$ cat config.mk
export PLATFORM = sky130hd
export DESIGN_NAME = sync_fifo_mem
export DESIGN_NICKNAME = d
export VERILOG_FILES = /design/src/rtl/sync_fifo_mem.sv
export SDC_FILE = /design/constraint.sdc
export NUM_CORES = 1
export LEC_CHECK = 0
export CAP_MARGIN = 20
export CORE_ASPECT_RATIO = 0.6
export CORE_MARGIN = 4
export CORE_UTILIZATION = 57
export DETAILED_ROUTE_END_ITERATION = 16
export DONT_BUFFER_PORTS = 1
export PLACE_DENSITY = 0.87
export SETUP_SLACK_MARGIN = 0.15
export SYNTH_ARGS = -nofsm -noshare
export SYNTH_HDL_FRONTEND = slang
export SYNTH_SLANG_ARGS = --single-unit
export TNS_END_PERCENT = 100
$ cat constraint.sdc
create_clock -name clk -period 2.3 [get_ports clk]
set_clock_uncertainty 0.1 [all_clocks]
set_input_delay 0.46 -clock clk [delete_from_list [all_inputs] [get_ports clk]]
set_output_delay 0.46 -clock clk [all_outputs]
set_load 0.03 [all_outputs]
$ cat src/rtl/sync_fifo_mem.sv
// ---------------------------------------------------------------------------
// sync_fifo_mem
//
// Single-clock FIFO that buffers a write stream for in-order retrieval by a
// reader in the same clock domain. Storage is a plain array, written
// synchronously and read into a register, so it maps onto block RAM.
// Overflow (write while full) and underflow (read while empty) are reported
// as one-cycle pulses. The offending request is ignored and state is not
// corrupted.
//
// Parameters
//   DATA_WIDTH      width of data_in/data_out and of each storage word
//   ADDR_WIDTH      storage address width, DEPTH = 2**ADDR_WIDTH
//
// Ports
//   clk             clock, all state changes on the rising edge
//   rst_n           asynchronous active-low reset (storage is not cleared)
//   wr              write request, data_in captured when not full
//   rd              read request, data_out updated when not empty
//   data_in         write data
//   data_out        registered read data, holds value when no read occurs
//   fifo_full       DEPTH entries stored
//   fifo_empty      no entries stored
//   fifo_overflow   one-cycle pulse: wr seen while full (write dropped)
//   fifo_underflow  one-cycle pulse: rd seen while empty (read ignored)
// ---------------------------------------------------------------------------
module sync_fifo_mem #(
  parameter int DATA_WIDTH = 8,
  parameter int ADDR_WIDTH = 4
) (
  input  logic                  clk,
  input  logic                  rst_n,
  input  logic                  wr,
  input  logic                  rd,
  input  logic [DATA_WIDTH-1:0] data_in,
  output logic [DATA_WIDTH-1:0] data_out,
  output logic                  fifo_full,
  output logic                  fifo_empty,
  output logic                  fifo_overflow,
  output logic                  fifo_underflow
);

  localparam int DEPTH = 1 << ADDR_WIDTH;
  localparam logic [ADDR_WIDTH:0] PTR_ONE = 1;

  // Pointers carry one extra wrap bit so that full and empty can be told
  // apart when the low (storage index) bits are equal.
  logic [ADDR_WIDTH:0]   wr_ptr_reg;
  logic [ADDR_WIDTH:0]   rd_ptr_reg;
  logic [DATA_WIDTH-1:0] mem [0:DEPTH-1];

  logic wr_en;
  logic rd_en;

  assign fifo_empty = (wr_ptr_reg == rd_ptr_reg);
  assign fifo_full  = (wr_ptr_reg[ADDR_WIDTH] != rd_ptr_reg[ADDR_WIDTH]) &&
                      (wr_ptr_reg[ADDR_WIDTH-1:0] == rd_ptr_reg[ADDR_WIDTH-1:0]);

  // Accept decisions use the flags as they stood before the edge. On full,
  // a simultaneous read does not make room for the write in the same cycle.
  assign wr_en = wr & ~fifo_full;
  assign rd_en = rd & ~fifo_empty;

  // Storage has no reset so it can be inferred as block RAM.
  always_ff @(posedge clk) begin
    if (wr_en) begin
      mem[wr_ptr_reg[ADDR_WIDTH-1:0]] <= data_in;
    end
  end

  always_ff @(posedge clk or negedge rst_n) begin
    if (!rst_n) begin
      wr_ptr_reg     <= '0;
      rd_ptr_reg     <= '0;
      data_out       <= '0;
      fifo_overflow  <= 1'b0;
      fifo_underflow <= 1'b0;
    end else begin
      if (wr_en) begin
        wr_ptr_reg <= wr_ptr_reg + PTR_ONE;
      end
      // A read never addresses the slot being written in the same cycle:
      // equal indices mean either empty (no read) or full (no write).
      if (rd_en) begin
        data_out   <= mem[rd_ptr_reg[ADDR_WIDTH-1:0]];
        rd_ptr_reg <= rd_ptr_reg + PTR_ONE;
      end
      fifo_overflow  <= wr & fifo_full;
      fifo_underflow <= rd & fifo_empty;
    end
  end

endmodule

* Word-level counts from Yosys, hierarchy flattened
Memory sizes are Yosys's and may differ from the RTL's. A register that Yosys moved wholly into a read port is not among the register bits. Cells that the tools add are included.
Operators by class: add/sub/neg operators 2, equal/unequal tests 3, mux-type cells 2, bitwise gates (word level) 6, reductions and logical operators 2
Operators with widths (count):
- adder 5 x 1 -> 5 bit (second input constant) | 2
- == test 5 bit | 1
- bitwise AND 1 bit | 4
- == test 4 bit | 1
- two-way mux 1 bit | 2
- NOT 1 bit | 2
- logical AND 1 bit | 1
- logical NOT 1 bit | 1
- != test 1 bit | 1
Word-level totals: bits in registers 12, RAM bits 128, input bits 12, output and inout bits 12, logic and storage cells 20, memories kept 1
Memory list:
- mem | words 16, width 8, read ports 1, clocked after Yosys merged registers in 1, wr ports 1, line 50 | logic [DATA_WIDTH-1:0] mem [0:DEPTH-1];

* Logic depth before layout (Yosys ltp)
Gate-level depths: netlist of the first run.
word-level depth 6, mapped depth 7, mapped depth without buffers 4

* Worst setup path after synthesis of the first run
OpenSTA, ideal clock, no wires.
kind reg-to-reg, from register rd_ptr_reg[1], to memory mem[3][0], enable pin, library setup time 0.383 ns, arrival 1.693 ns, required time 1.817 ns, setup slack 0.124 ns, cell stages (with the launch flop) 6, buffers on the path 1, clock period less this slack 2.176 ns, cells stage by stage dfrtp_1 > buf_6 > xnor2_1 > nand4_2 > o211ai_1 > nor3_1
Between the ends: word-level cells in the longest chain between the ends 6
Ends and longest elaborated chain:
- start: declaration | line 49 | logic [ADDR_WIDTH:0] rd_ptr_reg;
- start signal: assignment | line 86 | rd_ptr_reg <= rd_ptr_reg + PTR_ONE;
- == test 4 bit | line 57 | (wr_ptr_reg[ADDR_WIDTH-1:0] == rd_ptr_reg[ADDR_WIDTH-1:0]);
- logical AND 1 bit | line 56 | assign fifo_full = (wr_ptr_reg[ADDR_WIDTH] != rd_ptr_reg[ADDR_WIDTH]) &&
- NOT 1 bit | line 61 | assign wr_en = wr & ~fifo_full;
- bitwise AND 1 bit | line 61
- two-way mux 1 bit | line 66 | if (wr_en) begin
- two-way mux 1 bit (implied by the code) | line 67 | mem[wr_ptr_reg[ADDR_WIDTH-1:0]] <= data_in;
- end: declaration | line 50
Every way passes these cells.

* Final worst setup path of the first run
from register rd_ptr_reg[2], to output fifo_full
Between the ends: word-level cells in the longest chain between the ends 2
Ends and longest elaborated chain:
- == test 4 bit | line 57
- logical AND 1 bit | line 56
- end: declaration | line 37 | output logic fifo_full,
Every way passes these cells.

==> results of run 1 <==
worst max-delay path, cell delays in order, from the launching register on:
cell	delay, ns
dfrtp_2	0.44
xnor2_1	0.28
nand4_2	0.17
buf_6	0.17
nor2_2	0.09
buf_4	0.17
layout make-up:
cell class / count / area [sq um] / area share [%]
clock buffer: 26 / 563 / 7.88
clock inverter: 6 / 60.1 / 0.841
inverter: 4 / 15.0 / 0.210
multi-input combinational: 139 / 1640 / 22.9
sequential: 148 / 4350 / 60.9
tap: 135 / 169 / 2.36
timing repair buffer: 38 / 353 / 4.94
through the flow:
stage	util, %	total power, mW
6_report	71.0	9.95
5_1_grt	71.0	10.3
4_1_cts	70.2	9.68
3_5_place_dp	63.1	6.69
3_3_place_gp	63.1	6.58
2_1_floorplan	-	5.81
cells in the final DEF (no fill, tap or decap), types with 5 or more instances in the layout:
cell / netlist / routed
dfrtp_1: 20 / 17
ha_1: 5 / 5
mux2_2: 9 / 7
mux4_2: 24 / 24
edfxtp_1: 128 / 128
clkbuf_16: 0 / 20
mux2_4: 8 / 10
and3_2: 0 / 7
and3_1: 15 / 8
a221oi_1: 8 / 8
buf_4: 1 / 30
mux2i_1: 16 / 16
nand2b_1: 8 / 8
xnor2_1: 12 / 9
a22o_1: 8 / 8
kinds of logic (layout without fill, tap and decap cells):
logic type	Yosys count	after routing	synth area share [%]
flip-flops	148	148	72.3
multiplexers	58	58	15.5
AND/OR/NAND/NOR	38	38	3.87
AO/OA/AOI/OAI	24	24	3.45
buffers and inverters	20	74	1.81
XOR/XNOR	14	14	2.04
adder cells (fa/ha/maj)	5	5	1.04
report_power, final:
group | leakage, nW | switching (mW) | internal (mW)
logic | 0.881 | 1.65 | 1.69
registers | 1.39 | 0.453 | 3.33
clock network | 0.304 | 1.03 | 1.79
metal layers:
metal	global-route usage (%)	wire length, um	share of wire, %
met5	0	0	0
met4	8.36	282	2.0
met3	8.07	1540	11
met2	34.7	6810	48
met1	33.1	5430	39
cells in the mapped netlist (2+ instances only):
library cell and n:
edfxtp_1 128, mux4_2 24, dfrtp_1 20, mux2i_1 16
and3_1 15, xnor2_1 12, mux2_2 9, a221oi_1 8
a22o_1 8, mux2_4 8, nand2b_1 8, buf_2 5
ha_1 5, nor2b_1 5, clkbuf_1 4, inv_1 4
nor2_1 4, o211ai_1 4, buf_6 3, buf_1 2
nor3_1 2, xor2_1 2
worst paths after layout:
| kind | from | end | slack, ns | cells after the start |
|---|---|---|---|---|
| min reg2reg | wr_ptr_reg[4] | wr_ptr_reg[4] | 0.46 | 1 |
| min | data_in[5] | mem[5][5] | 0.04 | 0 |
| max in group asynchronous | rst_n | rd_ptr_reg[1] | 1.50 | 2 |
| min in group asynchronous | rst_n | data_out[5] | 0.44 | 2 |
| max reg2reg | rd_ptr_reg[1] | data_out[1] | 0.05 | 5 |
| max | rd_ptr_reg[2] | fifo_full | 0.005 | 5 |
timing repair:
| item | CTS | global route |
|---|---|---|
| buffers inserted | 4 | 4 |
| pin swaps | 3 | 3 |
| hold buffers | 2 | 0 |
| endpoints found under the hold margin | 20 | 0 |
| gates resized for setup | 12 | 14 |
| setup endpoints to repair | 89 | 58 |
==> impl_metrics.py, run 1 <==
metrics = {
    "status": {
        "run_status": "complete, no violations",
    },
    "floorplanning": {
        "ios": 24,
        "core_sq_um": 10100,
        "die_x_um": 141,
        "die-area_sq_um": 12300,
        "fp.dieH_um": 87.6,
        "initial_utilization_pct": 59.8,
        "rows": 28,
    },
    "placed_design": {
        "place_area_sq_um": 6340,
        "portBuffers": 0,
        "dp_slack_ns": 0.0132,
        "dp_cells": 454,
        "dp_hpwl_um": 8310,
        "place_congestion": 0.826,
    },
    "clocking": {
        "clock_sinks": 148,
        "cts_root_buf": "clkbuf_16",
        "htree_num_levels": 4,
        "clk_pin_slew_ns": 0.06,
        "clk_latency_ns": 0.41,
        "numCtsBuffers": 17,
        "cts_buffer_depth": 2,
        "cts_tree": "yes",
    },
    "timing": {
        "relSlewSlack_pct": 60.8,
        "tightest_slew_ns": 0.585,
        "max_freq_ghz": 0.436,
        "slew_violations": 0,
        "fin_ws_ns": 0.00455,
        "period_needed_ns": 2.30,
        "setup_tns_ns": 0,
        "hold_viol_final": 0,
        "finalSetupViolCount": 0,
        "finalCritPeriodShare_pct": 99.8,
        "hold_slack_ns": 0.0385,
        "rsz0062_at_grt": "yes",
    },
    "global_routing": {
        "grt_overflow_total": 0,
        "grt_pass1_wl_um": 20100,
        "grt_max_degree": 44,
        "first_global_vias": 3194,
        "track_usage_pct": 23.4,
        "grt_antenna_before_repair": 0,
    },
    "critical_path": {
        "path_class": "reg -> out",
        "endpoint_kind": "output port",
        "cp_max_fo": 7,
        "required_ns": 1.74,
        "arrival_ns": 1.74,
        "startpoint_type": "flip-flop",
    },
    "yosys": {
        "mappedNetlistArea_sq_um": 6010,
        "synth_top_area_share_pct": 63.9,
        "yosysWarnings": 0,
        "yosys_most_used_dff": "edfxtp_1",
        "syn_nets": 324,
        "syn_area_per_cell_sq_um": 19.6,
        "ys_async_sr_fraction_pct": 13.5,
        "synth_cell_type_count": 33,
        "seq_area_frac_synth_pct": 72.3,
        "synth_edf_count": 128,
        "syn_inst": 307,
        "yosys.area.top_type": "edfxtp_1",
        "yosys-top-cells-area": "edfxtp_1 (64%), mux4_2 (9.0%), dfrtp_1 (8.3%)",
        "synth_seq_cells": 148,
    },
    "power_and_ir_drop": {
        "peakVddDrop_mv": 0.946,
        "p_per_area_nw_per_um2": 1390,
        "leakage_nw": 2.58,
    },
    "detailed_routing": {
        "wl_per_cell_um": 28.3,
        "finalWirelength_um": 14100,
        "vias": 3233,
        "postRouteAntennaNets": 0,
        "first_pass_iters": 4,
        "drc": 0,
        "initialDrtViolationCount": 496,
        "viasPerCell": 6.52,
    },
    "layout": {
        "design_area_sq_um": 7140,
        "num-nets-final": 365,
        "drive_above_1_share_pct": 35.7,
        "n_fill_cell": 544,
        "area_delta_synth_final_pct": 18.8,
        "largest_reg_flops": 128,
        "n_antenna_cell": 0,
        "final_cell_count_no_fill": 496,
    },
    "flow_run": {
        "max_cap_viol_count": 0,
    },
    "worst_hold_path": {
        "hold_path.class": "in -> reg",
    },
}
Note: power is estimated with default switching activity, not from simulation.
==> run 2, diff against run 1 <==
--- a/config.mk
+++ b/config.mk
@@ -5,13 +5,12 @@
 export SDC_FILE = /design/constraint.sdc
 export NUM_CORES = 1
 export LEC_CHECK = 0
-export CAP_MARGIN = 20
 export CORE_ASPECT_RATIO = 0.6
 export CORE_MARGIN = 4
 export CORE_UTILIZATION = 57
 export DETAILED_ROUTE_END_ITERATION = 16
 export DONT_BUFFER_PORTS = 1
-export PLACE_DENSITY = 0.87
+export PLACE_DENSITY = 0.75
 export SETUP_SLACK_MARGIN = 0.15
 export SYNTH_ARGS = -nofsm -noshare
 export SYNTH_HDL_FRONTEND = slang
==> run 2 against run 1 <==
The flow now finishes with violations (setup timing). Worst hold slack got worse by 0.0047 ns. Via count decreased by 3.1%. Non-clock buffer count increased by 5. Critical path depth unchanged. Fmax decreased by 0.35%. First-iteration DRC count decreased by 34%. Routed wire length decreased by 3.4%. Cell area increased by 3.7%. Utilization increased by 2.6 points. Setup slack got worse by 0.0082 ns. Clock-buffer cell count decreased by 9. Final cell count increased by 1.0%. Highest routed layer unchanged.
==> impl_metrics.py, run 2 (same netlist as run 1, synthesis figures left out) <==
metrics = {
    "status": {
        "run_status": "finished with violations",
        "violations": "setup timing",
    },
    "placed_design": {
        "dp_hpwl_um": 8360,
        "dp_slack_ns": 0.0825,
        "portBuffers": 0,
        "place_congestion": 0.849,
    },
    "power_and_ir_drop": {
        "peakVddDrop_mv": 1.05,
        "total_power_mw": 10.4,
        "leakage_nw": 2.66,
        "p_per_area_nw_per_um2": 1400,
    },
    "worst_hold_path": {
        "hold_path.class": "in -> reg",
    },
    "floorplanning": {
        "die-area_sq_um": 12300,
        "fp.dieH_um": 87.6,
        "die_x_um": 141,
        "core_sq_um": 10100,
        "ios": 24,
        "rows": 28,
        "initial_utilization_pct": 59.8,
    },
    "critical_path": {
        "startpoint_type": "flip-flop",
        "required_ns": 1.74,
        "arrival_ns": 1.74,
        "path_class": "reg -> out",
        "endpoint_kind": "output port",
        "cp_max_fo": 8,
    },
    "layout": {
        "num-nets-final": 370,
        "largest_reg_flops": 128,
        "multiInputGateArea_sq_um": 1720,
        "area_delta_synth_final_pct": 23.2,
        "seq_area_sq_um": 4350,
        "final_cell_mix": "edfxtp_1 (128), mux4_2 (24), buf_4 (21), clkbuf_16 (17), dfrtp_1 (17)",
        "drive_above_1_share_pct": 38.8,
        "n_antenna_cell": 0,
        "layout_commonest_cell": "edfxtp_1",
        "n_fill_cell": 517,
        "final_core_util_pct": 73.7,
    },
    "global_routing": {
        "grt_overflow_total": 0,
        "grt_antenna_before_repair": 0,
        "grt_max_degree": 22,
        "first_global_vias": 3169,
        "track_usage_pct": 23.4,
        "grt_pass1_wl_um": 20300,
    },
    "detailed_routing": {
        "initialDrtViolationCount": 325,
        "drc": 0,
        "viasPerCell": 6.26,
        "finalWirelength_um": 13600,
        "vias": 3134,
        "postRouteAntennaNets": 0,
        "wl_per_cell_um": 27.1,
        "first_pass_iters": 5,
    },
    "flow_run": {
        "max_cap_viol_count": 0,
    },
    "clocking": {
        "cts_tree": "yes",
        "htree_num_levels": 4,
        "cts_root_buf": "clkbuf_16",
        "cts_buffer_depth": 2,
        "clk_pin_slew_ns": 0.06,
        "clk_latency_ns": 0.42,
        "numCtsBuffers": 17,
        "clock_sinks": 148,
    },
    "timing": {
        "fin_ws_ns": -0.00361,
        "rsz0062_at_grt": "yes",
        "hold_viol_final": 0,
        "finalSetupViolCount": 1,
        "period_needed_ns": 2.30,
        "tightest_slew_ns": 1.09,
        "finalCritPeriodShare_pct": 100,
        "max_freq_ghz": 0.434,
        "slew_violations": 0,
        "relSlewSlack_pct": 27.2,
    },
}
==> run 2: changes by cell type in the layout (fill, tap and decap cells not counted), sizes merged <==
cell,change
bufinv,+3
clkinvlp,+4
buf,+4
clkinv,+2
clkbuf,-9
clkdlybuf4s15,+1
==> run 2: what timing repair did <==
action,in CTS,in global routing
gates resized for setup,16,27
hold buffers,1,0
hold endpoints to repair,20,0
endpoints found under the setup margin,31,106
gates cloned,1,1
pin swaps,6,6
setup buffers,4,3
==> run 2: layout make-up <==
cell class,instances,area share (%)
inverters,4,0.203
clock inverters,15,2.82
repair buffers,43,7.09
flip-flops and latches,148,58.7
multi-input cells,139,23.2
clock buffers,17,5.74
well taps,135,2.28
==> run 2: path summary, 6_finish.rpt <==
check                              start       endpoint  slack, ns  cells after the start
setup reg to reg           rd_ptr_reg[1]    data_out[7]       0.05                      6
hold reg to reg            rd_ptr_reg[4]  rd_ptr_reg[4]       0.47                      1
setup / recovery           rd_ptr_reg[1]     fifo_empty     -0.004                      5
max in group asynchronous          rst_n  rd_ptr_reg[1]       0.77                      1
hold / removal                data_in[3]      mem[7][3]       0.03                      0
min in group asynchronous          rst_n  fifo_overflow       0.60                      1
==> run 2: power by group <==
part	switching, mW	total (mW)	internal (mW)	leakage (nW)
Sequential	0.464	3.80	3.33	1.39
Combinational	1.71	3.63	1.92	0.986
Clock	1.10	2.92	1.82	0.287
==> run 2: through the flow <==
stage	cell area [sq um]	TNS (ns)	hold slack [ns]	std cells
floorplan	6020	0	0.0644	307
global placement	6470	0	0.0650	459
detailed placement	6470	0	0.0650	459
CTS	7250	0	0.0257	497
global route	7410	-0.0756	0.0137	501
finish	7410	-0.00361	0.0338	501
==> run 2: routing by layer <==
metal	up-vias	wire (um)	global-route usage, %	part of all wire (%)
li1	1337	-	-	-
met2	162	6150	32.7	45
met3	15	1310	7.09	9.6
met1	1620	5950	36.2	44
met5	-	0	0	0
met4	0	162	6.86	1.2
==> run 2: critical path, cell delays in order, from the launching register on <==
cell	delay, ns
dfrtp_2	0.52
xnor2_2	0.27
nand4_2	0.15
buf_6	0.17
nor2_4	0.08
buf_6	0.13
==> run 3, diff against run 2 <==
==> constraint.sdc (replaced) <==
create_clock -name clk -period 2 [get_ports clk]
set_clock_uncertainty 0.1 [all_clocks]
set_input_delay 0.4 -clock clk [delete_from_list [all_inputs] [get_ports clk]]
set_output_delay 0.4 -clock clk [all_outputs]
set_load 0.03 [all_outputs]
==> run 3 against run 2 <==
The run still ends with setup timing left. Utilization up 2.4 points. Non-clock buffer count up 21. Via count is 4.1% higher. Die area unchanged. Flip-flop and latch count unchanged. Critical path depth rose by 1. Clock-buffer cell count rose by 3. Cell area rose by 3.2%. Setup slack got worse by 0.25 ns. Combinational power up 34%. Largest cell class unchanged.
==> impl_metrics.py, run 3 (same netlist as run 1, synthesis figures left out) <==
metrics = {
    "flow_run": {
        "max_cap_viol_count": 0,
    },
    "layout": {
        "layout_commonest_cell": "edfxtp_1",
        "largest_reg_flops": 128,
        "num-nets-final": 391,
        "final_cell_mix": "edfxtp_1 (128), buf_4 (26), mux4_2 (24), buf_6 (20), mux2_4 (18)",
        "final_cell_count_no_fill": 522,
        "n_fill_cell": 523,
        "area_delta_synth_final_pct": 27.2,
        "n_antenna_cell": 0,
        "design_area_sq_um": 7640,
        "drive_above_1_share_pct": 42.4,
    },
    "clocking": {
        "htree_num_levels": 4,
        "cts_tree": "yes",
        "cts_root_buf": "clkbuf_16",
        "cts_buffer_depth": 2,
        "clock_sinks": 148,
        "numCtsBuffers": 17,
        "clk_pin_slew_ns": 0.06,
        "clk_latency_ns": 0.42,
    },
    "critical_path": {
        "required_ns": 1.50,
        "path_cells": "buf_12 > xnor2_4 > nand4_2 > buf_6 > nor2_4 > buf_6",
        "crit_top_cell": "buf_6",
        "path_depth": 6,
        "critPathTopFamily": "buffers and inverters",
        "cp_slowest_cell": "dfrtp_2",
        "endpoint_kind": "output port",
        "arrival_ns": 1.76,
        "path_class": "reg -> out",
        "cp_max_fo": 5,
        "slowest_delay_ns": 0.43,
        "startpoint_type": "flip-flop",
        "ff2ff_path_depth": 7,
        "reg2reg_slack_ns": -0.24,
        "path_buf_inv": 3,
    },
    "placed_design": {
        "dp_cells": 457,
        "place_congestion": 0.825,
        "portBuffers": 0,
        "dp_hpwl_um": 8770,
        "place_area_sq_um": 6480,
    },
    "detailed_routing": {
        "vias": 3262,
        "initialDrtViolationCount": 396,
        "drc": 0,
        "viasPerCell": 6.25,
        "first_pass_iters": 5,
        "finalWirelength_um": 14300,
        "postRouteAntennaNets": 0,
        "wl_per_cell_um": 27.4,
    },
    "power_and_ir_drop": {
        "total_power_mw": 12.3,
        "power.net_switching_mw": 4.02,
        "seqPwrFrac_pct": 35.3,
        "combPwrFrac_pct": 39.4,
        "p_per_area_nw_per_um2": 1610,
        "peakVddDrop_mv": 1.18,
        "p_int_mw": 8.32,
        "swShare_pct": 32.6,
        "pwr-share-clk_pct": 25.3,
        "leakage_nw": 2.78,
    },
    "timing": {
        "slew_violations": 0,
        "relSlewSlack_pct": 27.0,
        "tightest_slew_ns": 1.09,
        "finalSetupViolCount": 122,
        "max_freq_ghz": 0.443,
        "hold_viol_final": 0,
        "rsz0062_at_grt": "yes",
        "hold_slack_ns": 0.0412,
        "fin_ws_ns": -0.258,
        "period_needed_ns": 2.26,
        "finalCritPeriodShare_pct": 113,
    },
    "floorplanning": {
        "die_x_um": 141,
        "core_sq_um": 10100,
        "rows": 28,
        "die-area_sq_um": 12300,
        "fp.dieH_um": 87.6,
        "ios": 24,
        "initial_utilization_pct": 59.8,
    },
    "global_routing": {
        "grt_pass1_wl_um": 21000,
        "first_global_vias": 3328,
        "track_usage_pct": 24.7,
        "grt_overflow_total": 0,
        "grt_antenna_before_repair": 2,
        "grt_max_degree": 22,
    },
    "status": {
        "violations": "setup timing",
        "run_status": "finished with violations",
    },
    "worst_hold_path": {
        "hold_depth": 1,
        "hold_path.class": "in -> reg",
    },
}
[run 3: cell types whose count changed in the layout (fill, tap and decap cells not counted), moves of 5 or more]
cell           delta
buf_4             +5
and3_1            -6
buf_6            +13
clkinvlp_4        -5
nand2b_1          +5
xnor2_1           -5
and3_4            +7
dlygate4sd3_1     +8
[run 3: layout make-up]
| class | instances | area, sq um | area share, % |
|---|---|---|---|
| inverters | 4 | 20.0 | 0.262 |
| flip-flops and latches | 148 | 4350 | 56.9 |
| clock inverters | 12 | 131 | 1.72 |
| multi-input cells | 139 | 1820 | 23.8 |
| well taps | 135 | 169 | 2.21 |
| clock buffers | 20 | 457 | 5.97 |
| repair buffers | 64 | 703 | 9.20 |
[run 3: metal layers]
metal,GRT usage (%),share of wire (%),vias to the layer above
met5,0,0.077,-
met4,8.27,1.5,2
met3,7.20,8.3,19
met2,34.9,45,147
met1,37.5,45,1725
li1,-,-,1369
[run 3: worst reg2reg max path, delay by kind of cell, from the launching register on]
family                 cells  cell delay [ns]
flip-flops                 1             0.43
AO/OA/AOI/OAI              1             0.22
buffers and inverters      3             0.39
multiplexers               3             0.99
[run 3: power groups by stage]
stage / Sequential (mW) / Clock, mW / Combinational, mW
2_1_floorplan: 4.21 / 0 / 2.63
5_1_grt: 4.40 / 3.30 / 5.08
6_report: 4.36 / 3.12 / 4.86
3_3_place_gp: 4.35 / 0 / 3.66
4_1_cts: 4.35 / 3.13 / 4.46
3_5_place_dp: 4.36 / 0 / 3.72
[run 3: final timing paths]
check                               from             end
max                        rd_ptr_reg[1]      fifo_empty
min                                   rd  fifo_underflow
max reg2reg                rd_ptr_reg[1]     data_out[6]
min reg2reg                rd_ptr_reg[4]   rd_ptr_reg[4]
max in group asynchronous          rst_n   rd_ptr_reg[1]
min in group asynchronous          rst_n   wr_ptr_reg[4]
[run 3: per-stage QoR]
stage	setup WS (ns)	TNS, ns	util [%]
final	-0.258	-5.94	76.0
after global routing	-0.301	-10.72	76.0
after CTS	-0.204	-1.43	74.4
after detailed placement	-0.274	-7.41	64.4
after global placement	-0.252	-4.66	64.4
after floorplan	0.0152	0	-
[run 3: repair_timing]
item                                    CTS  global route
gates resized for setup                  34            18
pin swaps                                 8             5
cloned                                    2             0
setup buffers                            12            10
hold buffers                              9             0
hold endpoints to repair                148             0
endpoints found under the setup margin  145           148
